<file path="src/rtl/usr_seq_ctrl.sv">
// Command sequencer for a W-bit universal shift register: issues load/shift steps
// spaced by STEP_GAP hold cycles. Define USR_SEQ_ROTATE_EN to add the cmd_rot input.
module usr_seq_ctrl #(
  parameter int W        = 4,
  parameter int CNT_W    = 3,
  parameter int STEP_GAP = 3
) (
  input  logic             clk,
  input  logic             rst,
  input  logic             cmd_valid,
  output logic             cmd_ready,
  input  logic [1:0]       cmd_op,
  input  logic [CNT_W-1:0] cmd_cnt,
  input  logic             cmd_fill,
`ifdef USR_SEQ_ROTATE_EN
  input  logic             cmd_rot,
`endif
  input  logic [W-1:0]     cmd_data,
  output logic [1:0]       usr_sel,
  output logic             usr_shift_l,
  output logic             usr_shift_r,
  output logic [W-1:0]     usr_din,
  input  logic [W-1:0]     usr_q,
  output logic             busy,
  output logic             done
);

  localparam int GAP_W = (STEP_GAP > 1) ? $clog2(STEP_GAP) : 1;
  localparam logic [GAP_W-1:0] GAP_LAST = GAP_W'(STEP_GAP - 1);

  typedef enum logic [1:0] {
    IDLE  = 2'b00,
    ISSUE = 2'b01,
    WAIT  = 2'b10,
    DONE  = 2'b11
  } state_t;

  typedef enum logic [1:0] {
    OP_NOP  = 2'b00,
    OP_SHL  = 2'b01,
    OP_SHR  = 2'b10,
    OP_LOAD = 2'b11
  } op_t;

  state_t            state_q, state_d;
  op_t               op_q, op_d;
  logic              fill_q, fill_d;
  logic [CNT_W-1:0]  steps_q, steps_d;
  logic [GAP_W-1:0]  gap_q, gap_d;
  logic [W-1:0]      din_q, din_d;
  logic [1:0]        sel_q, sel_d;
  logic              shl_q, shl_d;
  logic              shr_q, shr_d;
  logic              ready_q, ready_d;
  logic              busy_q, busy_d;
  logic              done_q, done_d;
  logic              fill_bit;

`ifdef USR_SEQ_ROTATE_EN
  logic rot_q, rot_d;
`else
  logic unused_usr_q;
  assign unused_usr_q = ^usr_q;
`endif

  // NOTE: every variable driven here gets a default first, so no path leaves one
  // unassigned and no latch is inferred.
  always_comb begin
    state_d = state_q;
    op_d    = op_q;
    fill_d  = fill_q;
    steps_d = steps_q;
    gap_d   = gap_q;
    din_d   = din_q;
`ifdef USR_SEQ_ROTATE_EN
    rot_d   = rot_q;
`endif

    unique case (state_q)
      IDLE: begin
        if (cmd_valid) begin
          op_d   = op_t'(cmd_op);
          fill_d = cmd_fill;
          din_d  = cmd_data;
`ifdef USR_SEQ_ROTATE_EN
          rot_d  = cmd_rot;
`endif
          unique case (op_t'(cmd_op))
            OP_NOP:  steps_d = '0;
            OP_LOAD: steps_d = CNT_W'(1);
            default: steps_d = cmd_cnt;
          endcase
          state_d = (steps_d == '0) ? DONE : ISSUE;
        end
      end
      ISSUE: begin
        steps_d = steps_q - CNT_W'(1);
        gap_d   = GAP_LAST;
        state_d = WAIT;
      end
      WAIT: begin
        if (gap_q == '0) begin
          state_d = (steps_q != '0) ? ISSUE : DONE;
        end else begin
          gap_d = gap_q - GAP_W'(1);
        end
      end
      DONE: state_d = IDLE;
      default: state_d = IDLE;
    endcase

    // Outputs are decoded from the next state so they arrive registered in that state.
`ifdef USR_SEQ_ROTATE_EN
    if (rot_d) fill_bit = (op_d == OP_SHL) ? usr_q[W-1] : usr_q[0];
    else       fill_bit = fill_d;
`else
    fill_bit = fill_d;
`endif
    sel_d = 2'b00;
    shl_d = 1'b0;
    shr_d = 1'b0;
    if (state_d == ISSUE) begin
      sel_d = op_d;
      shl_d = (op_d == OP_SHL) && fill_bit;
      shr_d = (op_d == OP_SHR) && fill_bit;
    end
    ready_d = (state_d == IDLE);
    busy_d  = (state_d != IDLE);
    done_d  = (state_d == DONE);
  end

  // NOTE: sequential state uses non-blocking assignments so every register
  // samples the pre-edge values regardless of statement order.
  always_ff @(posedge clk) begin
    if (rst) begin
      state_q <= IDLE;
      op_q    <= OP_NOP;
      fill_q  <= 1'b0;
      steps_q <= '0;
      gap_q   <= '0;
      din_q   <= '0;
      sel_q   <= 2'b00;
      shl_q   <= 1'b0;
      shr_q   <= 1'b0;
      ready_q <= 1'b1;
      busy_q  <= 1'b0;
      done_q  <= 1'b0;
`ifdef USR_SEQ_ROTATE_EN
      rot_q   <= 1'b0;
`endif
    end else begin
      state_q <= state_d;
      op_q    <= op_d;
      fill_q  <= fill_d;
      steps_q <= steps_d;
      gap_q   <= gap_d;
      din_q   <= din_d;
      sel_q   <= sel_d;
      shl_q   <= shl_d;
      shr_q   <= shr_d;
      ready_q <= ready_d;
      busy_q  <= busy_d;
      done_q  <= done_d;
`ifdef USR_SEQ_ROTATE_EN
      rot_q   <= rot_d;
`endif
    end
  end

  assign cmd_ready   = ready_q;
  assign usr_sel     = sel_q;
  assign usr_shift_l = shl_q;
  assign usr_shift_r = shr_q;
  assign usr_din     = din_q;
  assign busy        = busy_q;
  assign done        = done_q;

endmodule

</file>
<file path="config.mk">
export PLATFORM = sky130hd
export DESIGN_NAME = usr_seq_ctrl
export DESIGN_NICKNAME = d
export VERILOG_FILES = /design/src/rtl/usr_seq_ctrl.sv
export SDC_FILE = /design/constraint.sdc
export NUM_CORES = 1
export LEC_CHECK = 0
export ABC_AREA = 0
export CAP_MARGIN = 20
export CORE_MARGIN = 4
export CORE_UTILIZATION = 31
export CTS_CLUSTER_SIZE = 30
export DETAILED_ROUTE_END_ITERATION = 10
export SYNTH_ARGS = -nofsm -noshare
export SYNTH_HDL_FRONTEND = slang
export SYNTH_SLANG_ARGS = --single-unit
</file>
<file path="constraint.sdc">
create_clock -name clk -period 1.8 [get_ports clk]
set_input_delay 0.36 -clock clk [delete_from_list [all_inputs] [get_ports clk]]
set_output_delay 0.36 -clock clk [all_outputs]
set_load 0.03 [all_outputs]
</file>
==> results.toml <==
[grt]
grt_pass1_wl_um = 4200
grt_start_max_net_pins = 17
grt-ovfl-total = 0
antenna_found_initial = 0
grt_usage = 0.123
grt_pass1_vias = 939

[synthesis]
synth_top_family_by_area = "simple AND/OR/NAND/NOR gates"
muxShareOfSynthArea = 0.0105
yosys.area.top_type_share = 0.393
synth_area_um2 = 1070
synth_xor_xnor_area_share = 0
ys.warnings.count = 0
yosys.cell_types.count = 42
synth_largest_area_cell = "dfxtp_1"
synth_fa_ha_area_frac = 0.0468
syn_nets = 138
synth_seq_cells = 21
yosysSeqAreaShare = 0.393
synth_compound_area_frac = 0.228
synth_area_per_cell_um2 = 9.14
yosys.area_share.simple = 0.242
synth.area.top_cells = "dfxtp_1 39%, nand2_1 6.0%, a21oi_1 5.1%"
netlist_instances = 117

[floorplanning]
start_util = 0.321
die_w_um = 66.7
die_h_um = 66.7
dieArea_um2 = 4450
ios = 28
rows = 21
coreArea_um2 = 3340

[sta]
hold_viol_final = 0
slew_headroom = 0.726
finalCriticalPeriod_ps = 1760
worst_slew_pin_slew_ps = 411
holdWs_ps = 465
fin_skew_ps = 4.39
fmax_mhz = 569
rsz0062_at_grt = "true"
final-setup-viol-count = 0
slew_viol_final = 0
timing.final.crit_share = 0.976

[detailed_routing]
routed_wl_um = 2420
avgViaCountPerCell = 4.94
drc = 0
drt_first_pass_iters = 4
ant_nets = 0
wl_per_cell_um = 12.4
drtIter0Drc = 19
vias = 963

[clocking]
cts_tree = "built"
cts_buffers = 3
ctsHtreeMaxLevel = 1
clkSlewWorstSetupHoldPaths_ps = 120
ctsResizeCount = 0
cts.sinks = 21
cts.hold.buffers_added = 0
postCtsSetupRepairBufs = 0
clk_latency_ps = 310
cts_buffer_depth = 2
cts_root_buffer = "clkbuf_4"

[final_layout]
area.growth.synth_to_final_pct = 35.2
n_fill_cell = 342
final_nets = 171
drive_above_1_share = 0.188
layout_common_cells = "23 x clkdlybuf4s50_1, 21 x dfxtp_1, 17 x nand2_1"
final_common_cell = "clkdlybuf4s50_1"
final_cells = 195
diodes = 0

[critical_path]
endpoint_kind = "flip-flop"
crit_path_max_fanout = 4
cp.arrival_ps = 1960
r2r_cells = 5
critPathRequiredTime_ps = 2000
cp-endpoint = "usr_sel[1]"
worstSetupStartpointType = "input port"
crit_type = "in -> reg"
startpoint = "cmd_op[1]"
r2r-end = "usr_shift_r"
worstReg2RegStart = "steps_q[0]"
regToRegSetupSlack_ps = 260

[power_and_ir_drop]
intPower_uw = 815
power.density_nw_per_um2 = 852
switchingPower_uw = 417
ir_drop_mv = 0.298
clockPowerShare = 0.193
p_sw_frac = 0.339
pwr-share-comb = 0.353
p_leak_nw = 0.536
seqPwrFrac = 0.454

[min_path]
holdCritPathClass = "reg -> reg"

[placed_design]
gp_congestion = 0.805
dp_hpwl_um = 1820
port_buffers = 23
dp.cells = 191

[run_status]
run_status = "complete, no violations"

[run]
drv_cap = 0
## layer usage
| metal | up-vias | GRT usage | wire, µm |
|---|---|---|---|
| li1 | 487 | - | - |
| met1 | 446 | 0.151 | 1120 |
| met2 | 25 | 0.207 | 1140 |
| met3 | 5 | 0.0236 | 106 |
| met4 | 0 | 0.0533 | 50 |
| met5 | - | 0 | 0 |
## logic make-up after synthesis
family / Yosys count
buffers and inverters: 16
AND/OR/NAND/NOR: 42
flip-flops: 21
adder cells (fa/ha/maj): 4
multiplexers: 1
AO/OA/AOI/OAI: 33
## stage by stage
stage / utilization / cell area (µm²) / setup WS (ps) / TNS, ps / total power [mW]
2_1_floorplan: - / 1070 / 189 / 0 / 0.856
3_3_place_gp: 0.420 / 1400 / -301 / -1570 / 0.980
3_5_place_dp: 0.420 / 1400 / -307 / -1820 / 0.995
4_1_cts: 0.427 / 1430 / 20.1 / 0 / 1.23
5_1_grt: 0.433 / 1450 / -3.16 / -4.33 / 1.31
6_report: 0.433 / 1450 / 42.7 / 0 / 1.23
## area by class of cell
type                            count  area, µm²  share of cell area
Clock buffer                        4       26.3              0.0182
Multi-Input combinational cell     80        584               0.404
Inverter                            8       30.0              0.0208
Timing Repair Buffer               36        328               0.227
Sequential cell                    21        420               0.291
Tap cell                           46       57.6              0.0398
## how the worst min path moves through the flow
stage	start	endpoint	slack (ps)	cells past startpoint
after floorplan	op_q[0]	op_q[0]	440	2
after global placement	usr_din[1]	usr_din[1]	440	2
after detailed placement	usr_din[0]	usr_din[0]	450	2
after CTS	usr_din[0]	usr_din[0]	470	2
after global routing	usr_din[0]	usr_din[0]	500	2
final	usr_din[0]	usr_din[0]	470	2
## synthesized netlist by cell type, drive strengths merged
cell	count
nor3	2
nand3b	4
nand3	1
nand2	17
a21oi	11
or4b	1
clkbuf	3
mux2	1
a21o	1
a31oi	2
a311oi	1
a2bb2oi	1
or2	1
a211o	1
nor4b	3
dfxtp	21
o21bai	1
inv	8
or3	1
ha	4
o31a	1
a221oi	1
nor4bb	1
nor2	1
buf	5
and4bb	1
o21ai	3
nand2b	2
nor2b	3
or3b	1
a21boi	1
nor3b	3
a211oi	1
a32oi	3
o21a	2
a22o	1
a2111oi	2
## flip-flops by register name, indices dropped and copies added (netlist names), 2 cells and up
signal   flops
usr_sel      2
state_q      2
op_q         2
steps_q      3
gap_q        2
usr_din      4
## critical path: stages
cell	delay, ps
clkdlybuf4s50_1	480
ha_4	310
or4b_4	480
a32oi_2	260
nor3_1	70
## power by group through the flow
stage | clock (mW) | combinational [mW] | sequential (mW)
2_1_floorplan | 0 | 0.268 | 0.589
3_3_place_gp | 0 | 0.413 | 0.567
3_5_place_dp | 0 | 0.426 | 0.569
4_1_cts | 0.243 | 0.429 | 0.559
5_1_grt | 0.260 | 0.479 | 0.568
6_report | 0.237 | 0.435 | 0.559
(Power assumes the default switching activity.)
==> RTL change (same settings) <==
Build with the macro `USR_SEQ_ROTATE_EN` defined.
--- a/src/rtl/usr_seq_ctrl.sv
+++ b/src/rtl/usr_seq_ctrl.sv
@@ -1,4 +1,6 @@
 // Command sequencer for a W-bit universal shift register: issues load/shift steps
 // spaced by STEP_GAP hold cycles. Define USR_SEQ_ROTATE_EN to add the cmd_rot input.
+`define USR_SEQ_ROTATE_EN
+
 module usr_seq_ctrl #(
   parameter int W        = 4,
Interface: changed (added cmd_rot); port bits go from 28 to 29. No check against the original RTL was run, so the function may have changed too.
==> RTL change against the unedited design <==
- final area up 5.0%
- total power up 6.9%
- global-route usage down 1.0 points
- routed wire length down 5.8%
- combinational power up 9.9%
- worst setup slack better by 0.071 ns
- clock skew down 0.0033 ns
- register-to-register slack worse by 0.08 ns
- fmax up 4.2%
- area after synthesis down 2.8%
- hold slack better by 0.019 ns
- sequential cell count up 1
- largest power group unchanged
==> RTL change: results <==
export IMPL_crit_family="buffers and inverters"
export IMPL_critPathMaxStageDelay_ns=0.67
export IMPL_met2_usage=0.196
export IMPL_drtIter0Drc=36
export IMPL_status="finished, final reports clean"
export IMPL_pg_clk_mw=0.274
export IMPL_r2r_end="usr_shift_l"
export IMPL_gp_congestion=0.773
export IMPL_synthAdderAreaFrac=0.0481
export IMPL_ys_warn_count=0
export IMPL_dp_cells=190
export IMPL_timing_rr_start="state_q[1]"
export IMPL_synth_cells=110
export IMPL_crit_arrival_ns=1.33
export IMPL_wl_per_cell_um=11.7
export IMPL_cts_clk_slew_worst_paths_ns=0.12
export IMPL_pwr_density_cell_nw_per_um2=867
export IMPL_grt_pass1_vias=877
export IMPL_grt_use_total=0.113
export IMPL_ys_seq_area_frac=0.424
export IMPL_cts_resized=3
export IMPL_pwr_share_comb=0.363
export IMPL_synthTopCellsByArea="dfxtp_1, mux2i_1, nor2_1"
export IMPL_total_leakage_power_nw=0.616
export IMPL_met3_usage=0.0221
export IMPL_cts_root_buf="clkbuf_4"
export IMPL_fillers=310
export IMPL_min_from="steps_q[0]"
export IMPL_hold_depth=2
export IMPL_synth_area_mux_share=0.0999
export IMPL_syn2layout_area_growth_pct=46.1
export IMPL_skew_ns=0.00107
export IMPL_dr_total_vias=897
export IMPL_min_delay_path_class="reg2reg"
export IMPL_p_sw_mw=0.417
export IMPL_pre_cts_slack_ns=-0.444
export IMPL_peakVddDrop_uv=322
export IMPL_grt_max_degree=16
export IMPL_hold_ws_ns=0.484
export IMPL_dp_hpwl_mm=1.74
export IMPL_nets=174
export IMPL_critPathMaxFanout=2
export IMPL_synth_compound_area_frac=0.143
export IMPL_synth_common_cells="dfxtp_1, nor2_1, mux2i_1"
export IMPL_syn_nets=132
export IMPL_post_dp_cell_area_sq_um=1430
export IMPL_routed_via_density=4.60
export IMPL_clock_fmax_ghz=0.593
export IMPL_grt_first_pass_wirelength_mm=3.85
export IMPL_cp_startpoint="usr_din[3]"
export IMPL_rrSetupSlack_ns=0.18
export IMPL_drive_gt1_frac=0.245
export IMPL_port_buffer_count=26
export IMPL_ys_types=31
export IMPL_cp_endpoint="usr_din[3]"
export IMPL_post_route_period_util=0.937
export IMPL_grt_util_met1=0.134
export IMPL_relSlewSlack=0.694
export IMPL_reg2reg_depth=5
[RTL change: cell count changes after synthesis, moves of 3 or more]
cell,delta
nor4b_1,-3
a21oi_1,-4
mux2i_1,+9
nor3_1,+3
nor2_1,+19
nand2_1,-12
nor2b_1,-3
[RTL change: cells by family (layout without fill, tap and decap cells)]
logic type                 count (synthesis)  after routing
and+or+nand+nor                           42             42
muxes                                     10             10
AOI/OAI and AO/OA                         20             20
adders and majority gates                  4              4
buffers and inverters                     12             53
DFF                                       22             22
[RTL change: layout make-up]
| type | instances | area share |
|---|---|---|
| multi-input combinational | 76 | 0.380 |
| sequential | 22 | 0.290 |
| timing repair buffer | 42 | 0.253 |
| tap | 44 | 0.0362 |
| clock buffer | 4 | 0.0239 |
| inverter | 7 | 0.0173 |
[RTL change: routing by layer]
layer / up-vias / share of wire
met5: - / 0
met4: 0 / 0
met3: 0 / 0.034
met2: 17 / 0.51
met1: 417 / 0.45
li1: 463 / -
